File: src/rtl/ycc_pkg.sv
// Shared types and constants for the 4:2:2 -> 4:4:4 chroma upsampler.
package ycc_pkg;
  localparam int PIX_W = 8;
  localparam logic [PIX_W-1:0] C_NEUTRAL = 8'd128;

  // One decoded luma pair with its shared chroma. odd marks a line that
  // ended on a Cb word: only y0 is real and a single pixel is emitted.
  typedef struct packed {
    logic [PIX_W-1:0] y0;
    logic [PIX_W-1:0] y1;
    logic [PIX_W-1:0] cb;
    logic [PIX_W-1:0] cr;
    logic             last;
    logic             odd;
  } pair_t;

  typedef enum logic {
    EMIT0 = 1'b0,
    EMIT1 = 1'b1
  } emit_e;
endpackage

File: src/rtl/ycbcr422_to_444_if.sv
// Stream bundle for the upsampler: 4:2:2 words in, 4:4:4 pixels out.
interface ycbcr422_to_444_if;
  logic        s_valid;
  logic        s_ready;
  logic [15:0] s_data;
  logic        s_last;
  logic        m_valid;
  logic        m_ready;
  logic [23:0] m_data;
  logic        m_last;

  // Environment side: produces 4:2:2 words, consumes 4:4:4 pixels.
  modport master (
    output s_valid, s_data, s_last, m_ready,
    input  s_ready, m_valid, m_data, m_last
  );

  // Upsampler side.
  modport slave (
    input  s_valid, s_data, s_last, m_ready,
    output s_ready, m_valid, m_data, m_last
  );
endinterface

File: src/rtl/ycbcr422_to_444_avg.sv
// Rounding average of two chroma samples; the 9-bit sum keeps the carry
// so the result is always within 0..255.
module chroma_avg
  import ycc_pkg::*;
(
  input  logic [PIX_W-1:0] a,
  input  logic [PIX_W-1:0] b,
  output logic [PIX_W-1:0] y
);
  logic [PIX_W:0] sum;

  // (a + b + 1) >> 1
  always_comb begin
    sum = {1'b0, a} + {1'b0, b} + {{PIX_W{1'b0}}, 1'b1};
    y   = sum[PIX_W:1];
  end
endmodule

File: src/rtl/ycbcr422_to_444.sv
// Streaming 4:2:2 -> 4:4:4 chroma upsampler. Words are paired into the
// P/Q slots; P is emitted as two pixels (one for an odd line tail).
module ycbcr422_to_444
  import ycc_pkg::*;
#(
  parameter bit INTERP = 1'b1
) (
  input  logic                    clk,
  input  logic                    rst,
  ycbcr422_to_444_if.slave        bus,
  output logic                    err_odd
);
  logic              ph_q, ph_d;
  logic [PIX_W-1:0]  h_y_q, h_y_d, h_cb_q, h_cb_d;
  pair_t             p_q, p_d, q_q, q_d;
  logic              p_valid_q, p_valid_d, q_valid_q, q_valid_d;
  emit_e             st_q, st_d;
  logic              m_valid_q, m_valid_d, m_last_q, m_last_d;
  logic [23:0]       m_data_q, m_data_d;
  logic              err_q, err_d;

  logic              acc, new_vld;
  pair_t             new_pair;
  logic [PIX_W-1:0]  w_c, w_y, avg_cb, avg_cr;
  logic              pix_vld, pix_last, pix_done, load;
  logic [23:0]       pix_data;

  assign bus.s_ready = !q_valid_q;
  assign bus.m_valid = m_valid_q;
  assign bus.m_data  = m_data_q;
  assign bus.m_last  = m_last_q;
  assign err_odd     = err_q;

  chroma_avg u_avg_cb (.a(p_q.cb), .b(q_q.cb), .y(avg_cb));
  chroma_avg u_avg_cr (.a(p_q.cr), .b(q_q.cr), .y(avg_cr));

  // Accept a word and form a completed pair (Cr word, or Cb word ending a line)
  always_comb begin
    acc     = bus.s_valid && !q_valid_q;
    w_c     = bus.s_data[15:8];
    w_y     = bus.s_data[7:0];
    new_vld = acc && (ph_q || bus.s_last);
    new_pair = '0;
    if (ph_q) begin
      new_pair.y0   = h_y_q;
      new_pair.y1   = w_y;
      new_pair.cb   = h_cb_q;
      new_pair.cr   = w_c;
      new_pair.last = bus.s_last;
      new_pair.odd  = 1'b0;
    end else begin
      new_pair.y0   = w_y;
      new_pair.y1   = w_y;
      new_pair.cb   = w_c;
      new_pair.cr   = C_NEUTRAL;
      new_pair.last = 1'b1;
      new_pair.odd  = 1'b1;
    end
  end

  // Emission FSM output: pick the pixel P offers in the current state
  always_comb begin
    pix_vld  = 1'b0;
    pix_data = '0;
    pix_last = 1'b0;
    pix_done = 1'b0;
    if (p_valid_q) begin
      if (p_q.odd) begin
        pix_vld  = 1'b1;
        pix_data = {p_q.y0, p_q.cb, C_NEUTRAL};
        pix_last = 1'b1;
        pix_done = 1'b1;
      end else if (st_q == EMIT0) begin
        pix_vld  = 1'b1;
        pix_data = {p_q.y0, p_q.cb, p_q.cr};
      end else if (INTERP == 1'b0 || p_q.last || (q_valid_q && q_q.odd)) begin
        // No usable right-hand neighbour: replicate own chroma
        pix_vld  = 1'b1;
        pix_data = {p_q.y1, p_q.cb, p_q.cr};
        pix_last = p_q.last;
        pix_done = 1'b1;
      end else if (q_valid_q) begin
        pix_vld  = 1'b1;
        pix_data = {p_q.y1, avg_cb, avg_cr};
        pix_last = p_q.last;
        pix_done = 1'b1;
      end
    end
    load = pix_vld && (!m_valid_q || bus.m_ready);
  end

  // Emission FSM next state: advance only when a pixel enters the output reg
  always_comb begin
    st_d = st_q;
    if (load) st_d = pix_done ? EMIT0 : EMIT1;
  end

  // Emission FSM state register
  always_ff @(posedge clk or posedge rst) begin
    if (rst) st_q <= EMIT0;
    else     st_q <= st_d;
  end

  // Phase, half register, pair slots, output register and error flag
  always_comb begin
    ph_d      = ph_q;
    h_y_d     = h_y_q;
    h_cb_d    = h_cb_q;
    p_d       = p_q;
    p_valid_d = p_valid_q;
    q_d       = q_q;
    q_valid_d = q_valid_q;
    m_valid_d = m_valid_q;
    m_data_d  = m_data_q;
    m_last_d  = m_last_q;
    err_d     = err_q;
    if (acc) begin
      ph_d = bus.s_last ? 1'b0 : !ph_q;
      if (!ph_q && !bus.s_last) begin
        h_y_d  = w_y;
        h_cb_d = w_c;
      end
      if (!ph_q && bus.s_last) err_d = 1'b1;
    end
    // Q slides into P on the edge P finishes
    if (load && pix_done) begin
      p_d       = q_q;
      p_valid_d = q_valid_q;
      q_valid_d = 1'b0;
    end
    // New pair lands after the slide: P if it is free, else Q
    if (new_vld) begin
      if (!p_valid_d) begin
        p_d       = new_pair;
        p_valid_d = 1'b1;
      end else begin
        q_d       = new_pair;
        q_valid_d = 1'b1;
      end
    end
    if (load) begin
      m_valid_d = 1'b1;
      m_data_d  = pix_data;
      m_last_d  = pix_last;
    end else if (bus.m_ready) begin
      m_valid_d = 1'b0;
    end
  end

  // Datapath registers
  always_ff @(posedge clk or posedge rst) begin
    if (rst) begin
      ph_q      <= 1'b0;
      h_y_q     <= '0;
      h_cb_q    <= '0;
      p_q       <= '0;
      p_valid_q <= 1'b0;
      q_q       <= '0;
      q_valid_q <= 1'b0;
      m_valid_q <= 1'b0;
      m_data_q  <= '0;
      m_last_q  <= 1'b0;
      err_q     <= 1'b0;
    end else begin
      ph_q      <= ph_d;
      h_y_q     <= h_y_d;
      h_cb_q    <= h_cb_d;
      p_q       <= p_d;
      p_valid_q <= p_valid_d;
      q_q       <= q_d;
      q_valid_q <= q_valid_d;
      m_valid_q <= m_valid_d;
      m_data_q  <= m_data_d;
      m_last_q  <= m_last_d;
      err_q     <= err_d;
    end
  end
endmodule

File: src/flat_wrapper.sv
// flat-port wrapper written by rule: the top's interface ports become plain ports
module ycbcr422_to_444_flat import ycc_pkg::*;
#(
  parameter bit INTERP = 1'b1
)
  (clk, rst, err_odd, bus_s_valid, bus_s_data, bus_s_last, bus_m_ready, bus_s_ready, bus_m_valid, bus_m_data, bus_m_last);
  ycbcr422_to_444_if bus_i ();
  input  logic clk;
  input  logic rst;
  output logic err_odd;
  input wire logic [$bits(bus_i.s_valid)-1:0] bus_s_valid;
  input wire logic [$bits(bus_i.s_data)-1:0] bus_s_data;
  input wire logic [$bits(bus_i.s_last)-1:0] bus_s_last;
  input wire logic [$bits(bus_i.m_ready)-1:0] bus_m_ready;
  output wire logic [$bits(bus_i.s_ready)-1:0] bus_s_ready;
  output wire logic [$bits(bus_i.m_valid)-1:0] bus_m_valid;
  output wire logic [$bits(bus_i.m_data)-1:0] bus_m_data;
  output wire logic [$bits(bus_i.m_last)-1:0] bus_m_last;
  assign bus_i.s_valid = bus_s_valid;
  assign bus_i.s_data = bus_s_data;
  assign bus_i.s_last = bus_s_last;
  assign bus_i.m_ready = bus_m_ready;
  assign bus_s_ready = bus_i.s_ready;
  assign bus_m_valid = bus_i.m_valid;
  assign bus_m_data = bus_i.m_data;
  assign bus_m_last = bus_i.m_last;
  ycbcr422_to_444 #(.INTERP(INTERP)) u_core (.clk(clk), .rst(rst), .bus(bus_i), .err_odd(err_odd));
endmodule
File: config.mk
export PLATFORM = sky130hd
export DESIGN_NAME = ycbcr422_to_444_flat
export DESIGN_NICKNAME = d
export VERILOG_FILES = /design/src/rtl/ycc_pkg.sv /design/src/rtl/ycbcr422_to_444_if.sv /design/src/rtl/ycbcr422_to_444_avg.sv /design/src/rtl/ycbcr422_to_444.sv /design/src/flat_wrapper.sv
export SDC_FILE = /design/constraint.sdc
export NUM_CORES = 1
export LEC_CHECK = 0
export ABC_AREA = 1
export CORE_ASPECT_RATIO = 1.75
export CORE_MARGIN = 2
export CORE_UTILIZATION = 45
export CTS_CLUSTER_DIAMETER = 50
export DETAILED_ROUTE_END_ITERATION = 10
export HOLD_SLACK_MARGIN = 0.12
export SYNTH_ARGS = -nofsm -noshare
export SYNTH_HDL_FRONTEND = slang
export SYNTH_SLANG_ARGS = --single-unit
File: constraint.sdc
create_clock -name clk -period 4.3 [get_ports clk]
set_input_delay 0.645 -clock clk [delete_from_list [all_inputs] [get_ports clk]]
set_output_delay 0.645 -clock clk [all_outputs]
set_load 0.02 [all_outputs]
==> impl_metrics.json <==
{
  "power.leakage_nw": 4.00,
  "via_per_inst": 5.15,
  "place_area_sq_um": 6800,
  "place.gp.congestion": 0.922,
  "h-tree-depth": 4,
  "drt_iter0_markers": 399,
  "cts_tree": "yes",
  "ys_async_sr_fraction": 1.00,
  "relSlewSlack": 0.408,
  "vias": 5440,
  "gr-total-overflow": 0,
  "fillCellCount": 1342,
  "numPortBuffers": 48,
  "groute.usage.overall": 0.227,
  "drc_errors": 0,
  "insertion_delay_ns": 0.42,
  "crit_arrival_ns": 3.17,
  "timing.max_cap.violations": 0,
  "fin_crit_sh": 0.669,
  "clkSlewWorstSetupHoldPaths_ns": 0.06,
  "die-area_sq_um": 14900,
  "clock-skew-final_ns": 0.0153,
  "grt_antenna_before_repair": 0,
  "worstMarginPinSlew_ns": 0.885,
  "cp-start-kind": "flip-flop",
  "pre_cts_ws_ns": 1.15,
  "synth_warnings": 0,
  "wl_per_cell_um": 15.0,
  "cts_made_buffers": 17,
  "drive_above_1_share": 0.0580,
  "ys.flop_type": "dfrtp_1",
  "ir_drop_uv": 274,
  "dr.pass1.iters": 5,
  "seq_area_frac_synth": 0.461,
  "postCtsSetupRepairBufs": 0,
  "n_antenna_cell": 0,
  "grt_max_degree": 67,
  "cts_buffer_depth": 2,
  "fmax_mhz": 347,
  "core_area_sq_um": 13700,
  "cp_data_required_time_ns": 4.59,
  "initial_core_util": 0.456,
  "grt_pass1_wl_um": 26700,
  "dpl.hpwl_um": 11100,
  "synth_edf_count": 0,
  "rows": 57,
  "fin_ws_ns": 1.42,
  "drv_slew": 0,
  "fin_nets": 903,
  "hold_class": "flip-flop to flip-flop",
  "min_path_cells": 2,
  "antenna_left": 0,
  "power-per-cell-area_nw_per_um2": 333,
  "io_pins": 49,
  "hold_viol": 0,
  "fin_area_sq_um": 7350,
  "ys_types": 33,
  "final-setup-viol-count": 0,
  "synth_nets": 872,
  "grt_setup_unrepaired": "no",
  "critPathCaptureType": "flip-flop",
  "postCtsHoldBufs": 0,
  "ys_ff_latch": 115,
  "cp_max_fo": 36,
  "cp-startpoint": "u_core.p_q[0]",
  "hold_start": "u_core.q_q[30]",
  "numClockSinks": 115,
  "netlist_area_sq_um": 6250,
  "synth_area_leaders": "dfrtp_1 (46%), nand2_1 (22%), nand3_1 (4.4%)",
  "area_growth_pct": 17.7,
  "yosysTopAreaCell": "dfrtp_1",
  "syn_inst": 835,
  "root_buffer": "clkbuf_16",
  "ff2ff_path_depth": 9,
  "drt_wl_total_um": 15900,
  "final.min_clock_period_ns": 2.88,
  "grt_pass1_vias": 5349,
  "r2r-start": "u_core.p_q[0]",
  "multi_input_area_sq_um": 2930,
  "fp.dieW_um": 93.1,
  "timing.setup.tns_ns": 0,
  "outcome": "finished clean",
  "ff_latch_area_sq_um": 2880,
  "critPathKind": "flip-flop to flip-flop",
  "synth_area_per_cell_sq_um": 7.48,
  "dieHeight_um": 160,
  "cts-resized-gates": 0,
  "yosysTopAreaCellShare": 0.461
}
cell families (layout without fill, tap and decap cells):
family | count (synthesis) | in the layout | share of synthesized area
buf+inv | 107 | 151 | 0.0705
fa+ha+maj | 16 | 16 | 0.0345
flops | 115 | 115 | 0.461
compound gates | 90 | 90 | 0.0835
simple gates | 504 | 504 | 0.347
xor+xnor | 3 | 3 | 0.00421
state kept, by name (all words and copies together), names as in the netlist:
name / flops
u_core.bus.m_last: 1
u_core.h_y_q: 8
u_core.err_odd: 1
u_core.h_cb_q: 8
u_core.q_valid_q: 1
u_core.ph_q: 1
u_core.p_q: 34
u_core.q_q: 34
u_core.bus.m_valid: 1
u_core.st_q: 1
u_core.p_valid_q: 1
u_core.bus.m_data: 24
where the power goes:
group	leakage (nW)	total (mW)	internal, mW	switching (mW)
combinational	2.17	0.0542	0.0196	0.0347
sequential	1.57	1.08	1.08	0
clock	0.263	1.31	0.820	0.490
per-layer routing:
| layer | vias to the layer above | global-route usage | routed length, um |
|---|---|---|---|
| met1 | 2513 | 0.284 | 6750 |
| met3 | 30 | 0.0448 | 630 |
| li1 | 2750 | - | - |
| met4 | 0 | 0.0956 | 493 |
| met5 | - | 0 | 0 |
| met2 | 147 | 0.379 | 7990 |
critical path, cell delays in order, from the launching register on:
cell,delay (ns)
dfrtp_1,0.39
inv_1,0.13
nand2_1,0.36
nor2_2,0.14
nor2_8,0.16
nand4_4,0.46
nand2_4,0.55
nand2_4,0.34
nand2_1,0.15
nand2_1,0.07
final cells by class:
| class | instances | share of cell area |
|---|---|---|
| repair buffers | 53 | 0.0705 |
| inverters | 66 | 0.0340 |
| well taps | 177 | 0.0301 |
| clock inverters | 9 | 0.0111 |
| clock buffers | 23 | 0.0637 |
| flip-flops and latches | 115 | 0.392 |
| multi-input cells | 613 | 0.399 |
placed cells by master (no fill, tap or decap), types with 5 or more instances in the layout:
cell type	count
a21boi_0	10
a21oi_1	19
o21ai_0	45
o21a_1	7
clkbuf_16	17
clkdlybuf4s50_1	48
dfrtp_1	115
nand3_1	55
nand2_1	374
inv_1	61
nand4_1	37
ha_1	14
nor2_1	21
buf_4	5
cell usage after synthesis, types with 2 or more instances:
cell and number:
dfrtp_1 115, nor2_2 2, xnor2_1 2, or2_2 3, buf_2 28, a21oi_1 19
a21boi_0 10, inv_1 62, fa_1 2, nand2_2 2, nand4_1 37, a2bb2oi_1 4
nand3_4 2, clkbuf_1 12, o21a_1 7, nand3b_1 3, nor2_1 21, inv_2 3
o21ai_0 45, nand2_1 374, o31ai_1 2, ha_1 14, nand2_4 2, nand3_1 55
per-stage QoR:
step                power, mW  cells   util  hold slack, ns
detailed placement       1.16   1024  0.497           0.458
CTS                      2.47   1056  0.537           0.472
finish                   2.45   1056  0.537           0.468
floorplan                1.12    835      -           0.442
global placement         1.16   1024  0.497           0.453
global route             2.53   1056  0.537           0.493
path summary, 6_finish.rpt:
kind	to	slack, ns
hold reg to reg	u_core.q_q[30]	0.47
setup reg to reg	u_core.p_q[17]	1.42
max in group asynchronous	u_core.p_q[30]	2.68
setup / recovery	u_core.p_q[17]	1.42
min in group asynchronous	u_core.err_odd	0.72
hold / removal	u_core.q_q[30]	0.47
Power figures use the tool's default switching activity.
